`config.mk`:
```
export PLATFORM = sky130hd
export DESIGN_NAME = rx_sd_multi
export DESIGN_NICKNAME = d
export VERILOG_FILES = /design/src/rtl/rx_sd_pkg.sv /design/src/rtl/rx_sd_mag.sv /design/src/rtl/rx_sd_multi.sv
export SDC_FILE = /design/constraint.sdc
export NUM_CORES = 1
export LEC_CHECK = 0
export BUFFER_PORTS_ARGS = -buffer_cell sky130_fd_sc_hd__buf_2
export CAP_MARGIN = 20
export CELL_PAD_IN_SITES_DETAIL_PLACEMENT = 1
export CELL_PAD_IN_SITES_GLOBAL_PLACEMENT = 1
export CORE_MARGIN = 4
export CORE_UTILIZATION = 46
export CTS_BUF_LIST = sky130_fd_sc_hd__clkbuf_2 sky130_fd_sc_hd__clkbuf_4 sky130_fd_sc_hd__clkbuf_8
export DETAILED_ROUTE_END_ITERATION = 6
export PLACE_DENSITY_LB_ADDON = 0.1
export SLEW_MARGIN = 10
export SYNTH_ARGS = -nofsm -noshare
export SYNTH_HDL_FRONTEND = slang
export SYNTH_SLANG_ARGS = --single-unit
```
`constraint.sdc`:
```
create_clock -name clk -period 5.97 [get_ports clk]
set_input_delay 0.597 -clock clk [delete_from_list [all_inputs] [get_ports clk]]
set_output_delay 0.597 -clock clk [all_outputs]
set_load 0.02 [all_outputs]
```
`src/rtl/rx_sd_pkg.sv`:
```
// Shared types and width helpers for the multi-channel receive signal detector.
package rx_sd_pkg;

    // Detector FSM states: IDLE/ARM count hits toward assert, DET/HOLD count misses toward deassert.
    typedef enum logic [1:0] {
        IDLE = 2'd0,
        ARM  = 2'd1,
        DET  = 2'd2,
        HOLD = 2'd3
    } sd_state_t;

    // Magnitude needs one bit more than the sample so |min|/2 + |max| never overflows.
    function automatic int mag_width(input int width);
        return width + 1;
    endfunction

    // Channel index width, never narrower than one bit.
    function automatic int ch_width(input int n_ch);
        if (n_ch <= 1) begin
            return 1;
        end else begin
            return $clog2(n_ch);
        end
    endfunction

endpackage

```
`src/rtl/rx_sd_mag.sv`:
```
// Per-channel magnitude estimator: exact |I|,|Q| (stage 1), then
// max + min/2 (stage 2). The valid qualifier travels alongside the data.
module rx_sd_mag
    import rx_sd_pkg::*;
#(
    parameter int WIDTH = 16
) (
    input  logic                         clk,
    input  logic                         rst,
    input  logic [WIDTH-1:0]             i_data,
    input  logic [WIDTH-1:0]             q_data,
    input  logic                         valid_in,
    output logic [mag_width(WIDTH)-1:0]  mag,
    output logic                         valid_out
);

    localparam int MW = mag_width(WIDTH);
    localparam logic [WIDTH-1:0] ONE_W = {{(WIDTH-1){1'b0}}, 1'b1};

    logic [WIDTH-1:0] abs_i_s;
    logic [WIDTH-1:0] abs_q_s;
    logic [WIDTH-1:0] abs_i_r;
    logic [WIDTH-1:0] abs_q_r;
    logic [WIDTH-1:0] big_s;
    logic [WIDTH-1:0] small_s;
    logic [MW-1:0]    mag_s;
    logic [MW-1:0]    mag_r;
    logic             valid1_r;
    logic             valid2_r;

    // Two's-complement absolute value read as unsigned, so the most negative code maps to 2^(WIDTH-1).
    always_comb begin
        abs_i_s = i_data[WIDTH-1] ? (~i_data + ONE_W) : i_data;
        abs_q_s = q_data[WIDTH-1] ? (~q_data + ONE_W) : q_data;
    end

    // Stage 1: register the absolute values and their qualifier.
    always_ff @(posedge clk or posedge rst) begin
        if (rst) begin
            abs_i_r  <= {WIDTH{1'b0}};
            abs_q_r  <= {WIDTH{1'b0}};
            valid1_r <= 1'b0;
        end else begin
            abs_i_r  <= abs_i_s;
            abs_q_r  <= abs_q_s;
            valid1_r <= valid_in;
        end
    end

    // Alpha-max-beta-min estimate with alpha=1, beta=1/2, computed one bit wider than the sample.
    always_comb begin
        if (abs_i_r >= abs_q_r) begin
            big_s   = abs_i_r;
            small_s = abs_q_r;
        end else begin
            big_s   = abs_q_r;
            small_s = abs_i_r;
        end
        mag_s = {1'b0, big_s} + {2'b00, small_s[WIDTH-1:1]};
    end

    // Stage 2: register the magnitude and its qualifier.
    always_ff @(posedge clk or posedge rst) begin
        if (rst) begin
            mag_r    <= {MW{1'b0}};
            valid2_r <= 1'b0;
        end else begin
            mag_r    <= mag_s;
            valid2_r <= valid1_r;
        end
    end

    assign mag       = mag_r;
    assign valid_out = valid2_r;

endmodule

```
`src/rtl/rx_sd_multi.sv`:
```
// Multi-channel receive signal detector with hysteresis.
// Optional feature macro: RX_SD_PEAK_EN (peak magnitude tracking on SD_peak).
module rx_sd_multi
    import rx_sd_pkg::*;
#(
    parameter int WIDTH            = 16,
    parameter int N_CH             = 2,
    parameter int MAX_WINDOW_WIDTH = 8
) (
    input  logic                          clk,
    input  logic                          rst,
    input  logic [WIDTH:0]                RX_SD_TH_ON,
    input  logic [WIDTH:0]                RX_SD_TH_OFF,
    input  logic [MAX_WINDOW_WIDTH-1:0]   RX_SD_ON_CNT,
    input  logic [MAX_WINDOW_WIDTH-1:0]   RX_SD_OFF_WINDOW,
    input  logic [N_CH*WIDTH-1:0]         I_tdata,
    input  logic [N_CH*WIDTH-1:0]         Q_tdata,
    input  logic                          iq_tvalid,
    output logic                          SD_flag,
    output logic                          SD_rise,
    output logic                          SD_fall,
    output logic [ch_width(N_CH)-1:0]     SD_ch,
    output logic [WIDTH:0]                SD_peak
);

    localparam int MW   = mag_width(WIDTH);
    localparam int CW   = ch_width(N_CH);
    localparam int CNTW = MAX_WINDOW_WIDTH;
    localparam logic [CNTW-1:0] ONE_CNT = {{(CNTW-1){1'b0}}, 1'b1};

    logic [MW-1:0]   mag_s [N_CH];
    logic [N_CH-1:0] ch_valid_s;
    logic            vld_s;

    logic [MW-1:0]   th_off_eff_s;
    logic            hit_s;
    logic            miss_s;
    logic [CW-1:0]   best_ch_s;
    logic [MW-1:0]   best_mag_s;

    logic [CNTW-1:0] on_eff_s;
    logic [CNTW:0]   cnt_inc_s;
    logic [CNTW-1:0] cnt_sat_s;

    sd_state_t       state_r;
    sd_state_t       next_state_s;
    logic [CNTW-1:0] cnt_r;
    logic [CNTW-1:0] next_cnt_s;
    logic            rise_s;
    logic            fall_s;

    logic            flag_r;
    logic            rise_r;
    logic            fall_r;
    logic [CW-1:0]   ch_r;

    for (genvar c = 0; c < N_CH; c++) begin : g_ch
        rx_sd_mag #(
            .WIDTH (WIDTH)
        ) u_mag (
            .clk       (clk),
            .rst       (rst),
            .i_data    (I_tdata[c*WIDTH +: WIDTH]),
            .q_data    (Q_tdata[c*WIDTH +: WIDTH]),
            .valid_in  (iq_tvalid),
            .mag       (mag_s[c]),
            .valid_out (ch_valid_s[c])
        );
    end

    // Every channel carries the same qualifier; combining them keeps all copies in use.
    assign vld_s = &ch_valid_s;

    // Per-sample decision: hit/miss against live thresholds and the strongest channel (lowest index on ties).
    always_comb begin
        th_off_eff_s = (RX_SD_TH_OFF < RX_SD_TH_ON) ? RX_SD_TH_OFF : RX_SD_TH_ON;
        hit_s        = 1'b0;
        miss_s       = 1'b1;
        best_ch_s    = {CW{1'b0}};
        best_mag_s   = mag_s[0];
        for (int c = 0; c < N_CH; c++) begin
            hit_s  = hit_s  | (mag_s[c] >= RX_SD_TH_ON);
            miss_s = miss_s & (mag_s[c] <  th_off_eff_s);
            if (mag_s[c] > best_mag_s) begin
                best_mag_s = mag_s[c];
                best_ch_s  = CW'(c);
            end else begin
                best_mag_s = best_mag_s;
            end
        end
    end

    // Effective assert count and a saturating increment of the shared counter.
    always_comb begin
        on_eff_s  = (RX_SD_ON_CNT == {CNTW{1'b0}}) ? ONE_CNT : RX_SD_ON_CNT;
        cnt_inc_s = {1'b0, cnt_r} + {{CNTW{1'b0}}, 1'b1};
        cnt_sat_s = (&cnt_r) ? cnt_r : cnt_inc_s[CNTW-1:0];
    end

    // Next-state logic; state and counter only move on qualified samples.
    always_comb begin
        next_state_s = state_r;
        next_cnt_s   = cnt_r;
        rise_s       = 1'b0;
        fall_s       = 1'b0;
        if (vld_s) begin
            case (state_r)
                IDLE: begin
                    if (hit_s && (on_eff_s == ONE_CNT)) begin
                        next_state_s = DET;
                        next_cnt_s   = {CNTW{1'b0}};
                        rise_s       = 1'b1;
                    end else if (hit_s) begin
                        next_state_s = ARM;
                        next_cnt_s   = ONE_CNT;
                    end else begin
                        next_cnt_s   = {CNTW{1'b0}};
                    end
                end
                ARM: begin
                    if (hit_s && (cnt_inc_s == {1'b0, on_eff_s})) begin
                        next_state_s = DET;
                        next_cnt_s   = {CNTW{1'b0}};
                        rise_s       = 1'b1;
                    end else if (hit_s) begin
                        next_cnt_s   = cnt_sat_s;
                    end else begin
                        next_state_s = IDLE;
                        next_cnt_s   = {CNTW{1'b0}};
                    end
                end
                DET: begin
                    if (miss_s && (RX_SD_OFF_WINDOW == {CNTW{1'b0}})) begin
                        next_state_s = IDLE;
                        next_cnt_s   = {CNTW{1'b0}};
                        fall_s       = 1'b1;
                    end else if (miss_s) begin
                        next_state_s = HOLD;
                        next_cnt_s   = ONE_CNT;
                    end else begin
                        next_cnt_s   = {CNTW{1'b0}};
                    end
                end
                HOLD: begin
                    if (miss_s && (cnt_inc_s >= {1'b0, RX_SD_OFF_WINDOW})) begin
                        next_state_s = IDLE;
                        next_cnt_s   = {CNTW{1'b0}};
                        fall_s       = 1'b1;
                    end else if (miss_s) begin
                        next_cnt_s   = cnt_sat_s;
                    end else begin
                        next_state_s = DET;
                        next_cnt_s   = {CNTW{1'b0}};
                    end
                end
                default: begin
                    next_state_s = IDLE;
                    next_cnt_s   = {CNTW{1'b0}};
                end
            endcase
        end else begin
            next_state_s = state_r;
            next_cnt_s   = cnt_r;
        end
    end

    // Stage 3: state, counter and registered detector outputs.
    always_ff @(posedge clk or posedge rst) begin
        if (rst) begin
            state_r <= IDLE;
            cnt_r   <= {CNTW{1'b0}};
            flag_r  <= 1'b0;
            rise_r  <= 1'b0;
            fall_r  <= 1'b0;
            ch_r    <= {CW{1'b0}};
        end else begin
            state_r <= next_state_s;
            cnt_r   <= next_cnt_s;
            flag_r  <= (next_state_s == DET) || (next_state_s == HOLD);
            rise_r  <= rise_s;
            fall_r  <= fall_s;
            if (rise_s) begin
                ch_r <= best_ch_s;
            end else begin
                ch_r <= ch_r;
            end
        end
    end

`ifdef RX_SD_PEAK_EN
    logic [MW-1:0] peak_r;

    // Peak tracker: load on assert, then keep the running maximum while detected; holds after deassert.
    always_ff @(posedge clk or posedge rst) begin
        if (rst) begin
            peak_r <= {MW{1'b0}};
        end else if (rise_s) begin
            peak_r <= best_mag_s;
        end else if (vld_s && flag_r && (best_mag_s > peak_r)) begin
            peak_r <= best_mag_s;
        end else begin
            peak_r <= peak_r;
        end
    end

    assign SD_peak = peak_r;
`else
    assign SD_peak = {MW{1'b0}};
`endif

    assign SD_flag = flag_r;
    assign SD_rise = rise_r;
    assign SD_fall = fall_r;
    assign SD_ch   = ch_r;

endmodule

```
==> reports/qor.yml <==
run_status:
  status: "finished clean"
floorplan:
  die_w_um: 157.1
  rows: 54
  die-area_sq_um: 24670
  die_height_um: 157.1
  start_util_pct: 46.83
  coreArea_sq_um: 21820
  ios: 138
timing:
  setup_viol: 0
  slew_violations: 0
  hold_viol_final: 0
  rsz0062_at_grt: "no"
  tns_ns: 0
  finalCriticalPeriod_ns: 4.908
  clock-skew-final_ns: 0.01377
  clock.fmax_mhz: 203.8
  relSlewSlack_pct: 51.55
  min_period_over_period_pct: 82.20
  tightest_slew_ns: 0.7267
cts:
  cts_tree: "done"
  cts_max_path_buffers: 2
  ctsRootBufferMaster: "clkbuf_8"
  cts_resized: 0
  cts_hold_buf: 0
  postCtsSetupRepairBufs: 0
  htreeDepth: 4
  clk_latency_ns: 0.44
  cts_buffers: 17
  clock_sinks: 114
  clk_pin_slew_ns: 0.07
final_layout:
  syn_to_final_growth_pct: 12.03
  fillCellCount: 2658
  drive_gt1_share_pct: 16.73
  design_area_sq_um: 11450
  final_nets: 1561
  insertedDiodeCount: 0
  final_core_util_pct: 52.47
power:
  p_sw_share_pct: 43.56
  power_density_nw_per_um2: 348.0
  pwr-share-seq_pct: 30.4
  p_switching_uw: 1736
  power_frac_comb_pct: 52.6
  power_uw: 3985
  p_leak_uw: 0.005658
  intPower_uw: 2249
  clkPwrFrac_pct: 17.0
  vdd_drop_max_v: 0.0001397
place:
  place_area_sq_um: 11090
  place_hpwl_um: 22400
  portBuffers: 120
  gp_congestion: 0.9572
critical_path:
  startpoint: "RX_SD_TH_ON[10]"
  crit_type: "input port to flip-flop"
  crit_fanout: 20
  reg2reg_slack_ns: 1.12
  r2r_cells: 19
  crit_end: "cnt_r[6]$_DFFE_PP0P_"
  reg2reg_from: "g_ch[1].u_mag.abs_q_r[0]$_DFF_PP0_"
  crit_path_frequent_cell: "nor2_1"
  cp_cell_sequence: "buf_2, inv_1, ha_1, a211o_1, a21oi_2, nand3_2, o21a_1, nor2_1, buf_4, nor2_1, a21oi_1, ha_1, a21o_1, a21o_1, a21oi_1, nor2_1, a211oi_1, o211ai_1, a211oi_4, a311oi_4, a311oi_2"
  critPathSlowestCell: "nor2_1"
  reg2reg_to: "g_ch[1].u_mag.mag[15]$_DFF_PP0_"
  critPathMaxStageDelay_ns: 0.51
  end_kind: "flip-flop"
  required_ns: 6.31
  crit_arrival_ns: 5.25
  cp-start-kind: "input port"
grt:
  antenna_found_initial: 0
  grt_pass1_wl_um: 43850
  grt_util_all_layers_pct: 22.08
  overflow: 0
  grt_pass1_vias: 8766
  grt_max_degree: 64
synth:
  yosys-top-cells-area: "dfrtp_1, ha_1, xnor2_1"
  yosysTopAreaCellShare_pct: 27.91
  ys_warn_count: 0
  ys_ff_latch: 114
  synthFlopType: "dfrtp_1"
  avgSynthCellArea_sq_um: 8.902
  synth_top_cell_by_area: "dfrtp_1"
  ys_types: 70
  syn_inst: 1148
  synth_enable_flop_cells: 0
  async_reset_ff_share_pct: 100.0
  synth_area_sq_um: 10220
  ys_seq_area_share_pct: 27.91
drt:
  antenna_left: 0
  vias: 8605
  wl_per_cell_um: 17.10
  drtIter0Drc: 333
  dr.pass1.iters: 4
  wirelength_um: 26760
  drc: 0
  vias_per_cell: 5.498
min_path:
  hp-class: "input port to flip-flop"
flow_run:
  drv_cap: 0
==> synthesized netlist by cell type, drive strengths merged (7+ instances only) <==
library cell and n:
xor2 25, nand3 23, a211oi 10, nor2 59
nand4 20, mux2 31, buf 22, xnor2 66
nand2 99, o21ai 81, nand2b 15, o2111ai 7
a21oi 78, nor4 12, o31ai 18, or4 9
dfrtp 114, nor2b 13, nor3 17, a21o 27
o21a 15, a31oi 12, ha 170, a211o 8
o41ai 7, inv 113, clkbuf 13
==> worst max-delay path, delay by kind of cell <==
family	cells	cell delay, ns
adder cells (fa/ha/maj)	2	0.56
buffers and inverters	3	0.57
AO/OA/AOI/OAI	12	2.73
AND/OR/NAND/NOR	4	0.79
==> area by class of cell <==
type	count	area, sq um	area share (%)
sequential	114	2853	24.92
tap	280	350.3	3.060
inverter	113	426.7	3.726
multi-input combinational	902	6825	59.61
timing repair buffer	124	630.6	5.508
clock inverter	10	86.33	0.7540
clock buffer	22	277.8	2.426
==> flip-flops by register name (all words and copies together), names as in the netlist <==
register,flops
SD_ch,1
SD_fall,1
SD_flag,1
SD_rise,1
cnt_r,8
g_ch.u_mag.abs_i_r,32
g_ch.u_mag.abs_q_r,32
g_ch.u_mag.mag,34
g_ch.u_mag.valid1_r,1
g_ch.u_mag.valid_out,1
state_r,2
==> cell families (layout without fill, tap and decap cells) <==
kind of cell / after synthesis / after routing / synth area share [%]
adders and majority gates: 172 / 172 / 21.20
AOI/OAI and AO/OA: 291 / 291 / 18.58
other: 1 / 17 / 0.03669
and+or+nand+nor: 296 / 296 / 14.50
xor gates and xnor gates: 91 / 91 / 7.799
muxes: 35 / 35 / 3.844
buffers and inverters: 148 / 269 / 6.121
DFF: 114 / 114 / 27.91
==> worst min-delay path by stage <==
stage,start,end,slack [ns],cells past startpoint
global route,iq_tvalid,g_ch[1].u_mag.valid1_r$_DFF_PP0_,0.24,1
global placement,g_ch[1].u_mag.valid1_r$_DFF_PP0_,g_ch[0].u_mag.valid_out$_DFF_PP0_,0.33,0
detailed placement,g_ch[1].u_mag.valid1_r$_DFF_PP0_,g_ch[0].u_mag.valid_out$_DFF_PP0_,0.34,0
CTS,iq_tvalid,g_ch[1].u_mag.valid1_r$_DFF_PP0_,0.23,1
floorplan,g_ch[1].u_mag.valid1_r$_DFF_PP0_,g_ch[0].u_mag.valid_out$_DFF_PP0_,0.33,0
finish,iq_tvalid,g_ch[1].u_mag.valid1_r$_DFF_PP0_,0.27,1
==> power by group through the flow <==
stage	combinational, uW	clock (uW)	sequential [uW]
detailed placement	2100	0	1220
global route	2410	736	1230
CTS	2110	697	1210
finish	2100	676	1210
global placement	2030	0	1220
floorplan	1610	0	1070
==> placed cells by master (no fill, tap or decap), drive strengths merged, types with 25 or more instances in the layout <==
cell type and count:
nand2 99, xnor2 66, inv 113, nor2 59
dfrtp 114, buf 124, a21oi 78, a21o 27
mux2 31, ha 170, xor2 25, o21ai 81
==> stage by stage <==
stage / cells / hold WS, ns / setup WS (ns)
finish: 1565 / 0.2660 / 1.062
global route: 1565 / 0.2364 / 0.6366
CTS: 1565 / 0.2303 / 1.080
detailed placement: 1533 / 0.3410 / 0.6473
global placement: 1533 / 0.3334 / 0.8107
floorplan: 1164 / 0.3312 / 1.438
==> metal layers <==
metal / up-vias / GRT usage, % / routed length [um]
li1: 4322 / - / -
met1: 4090 / 28.96 / 12330
met2: 163 / 37.69 / 12700
met3: 30 / 3.464 / 1139
met4: 0 / 6.719 / 586
met5: - / 0 / 0
Note: power is estimated with default switching activity, not from simulation.
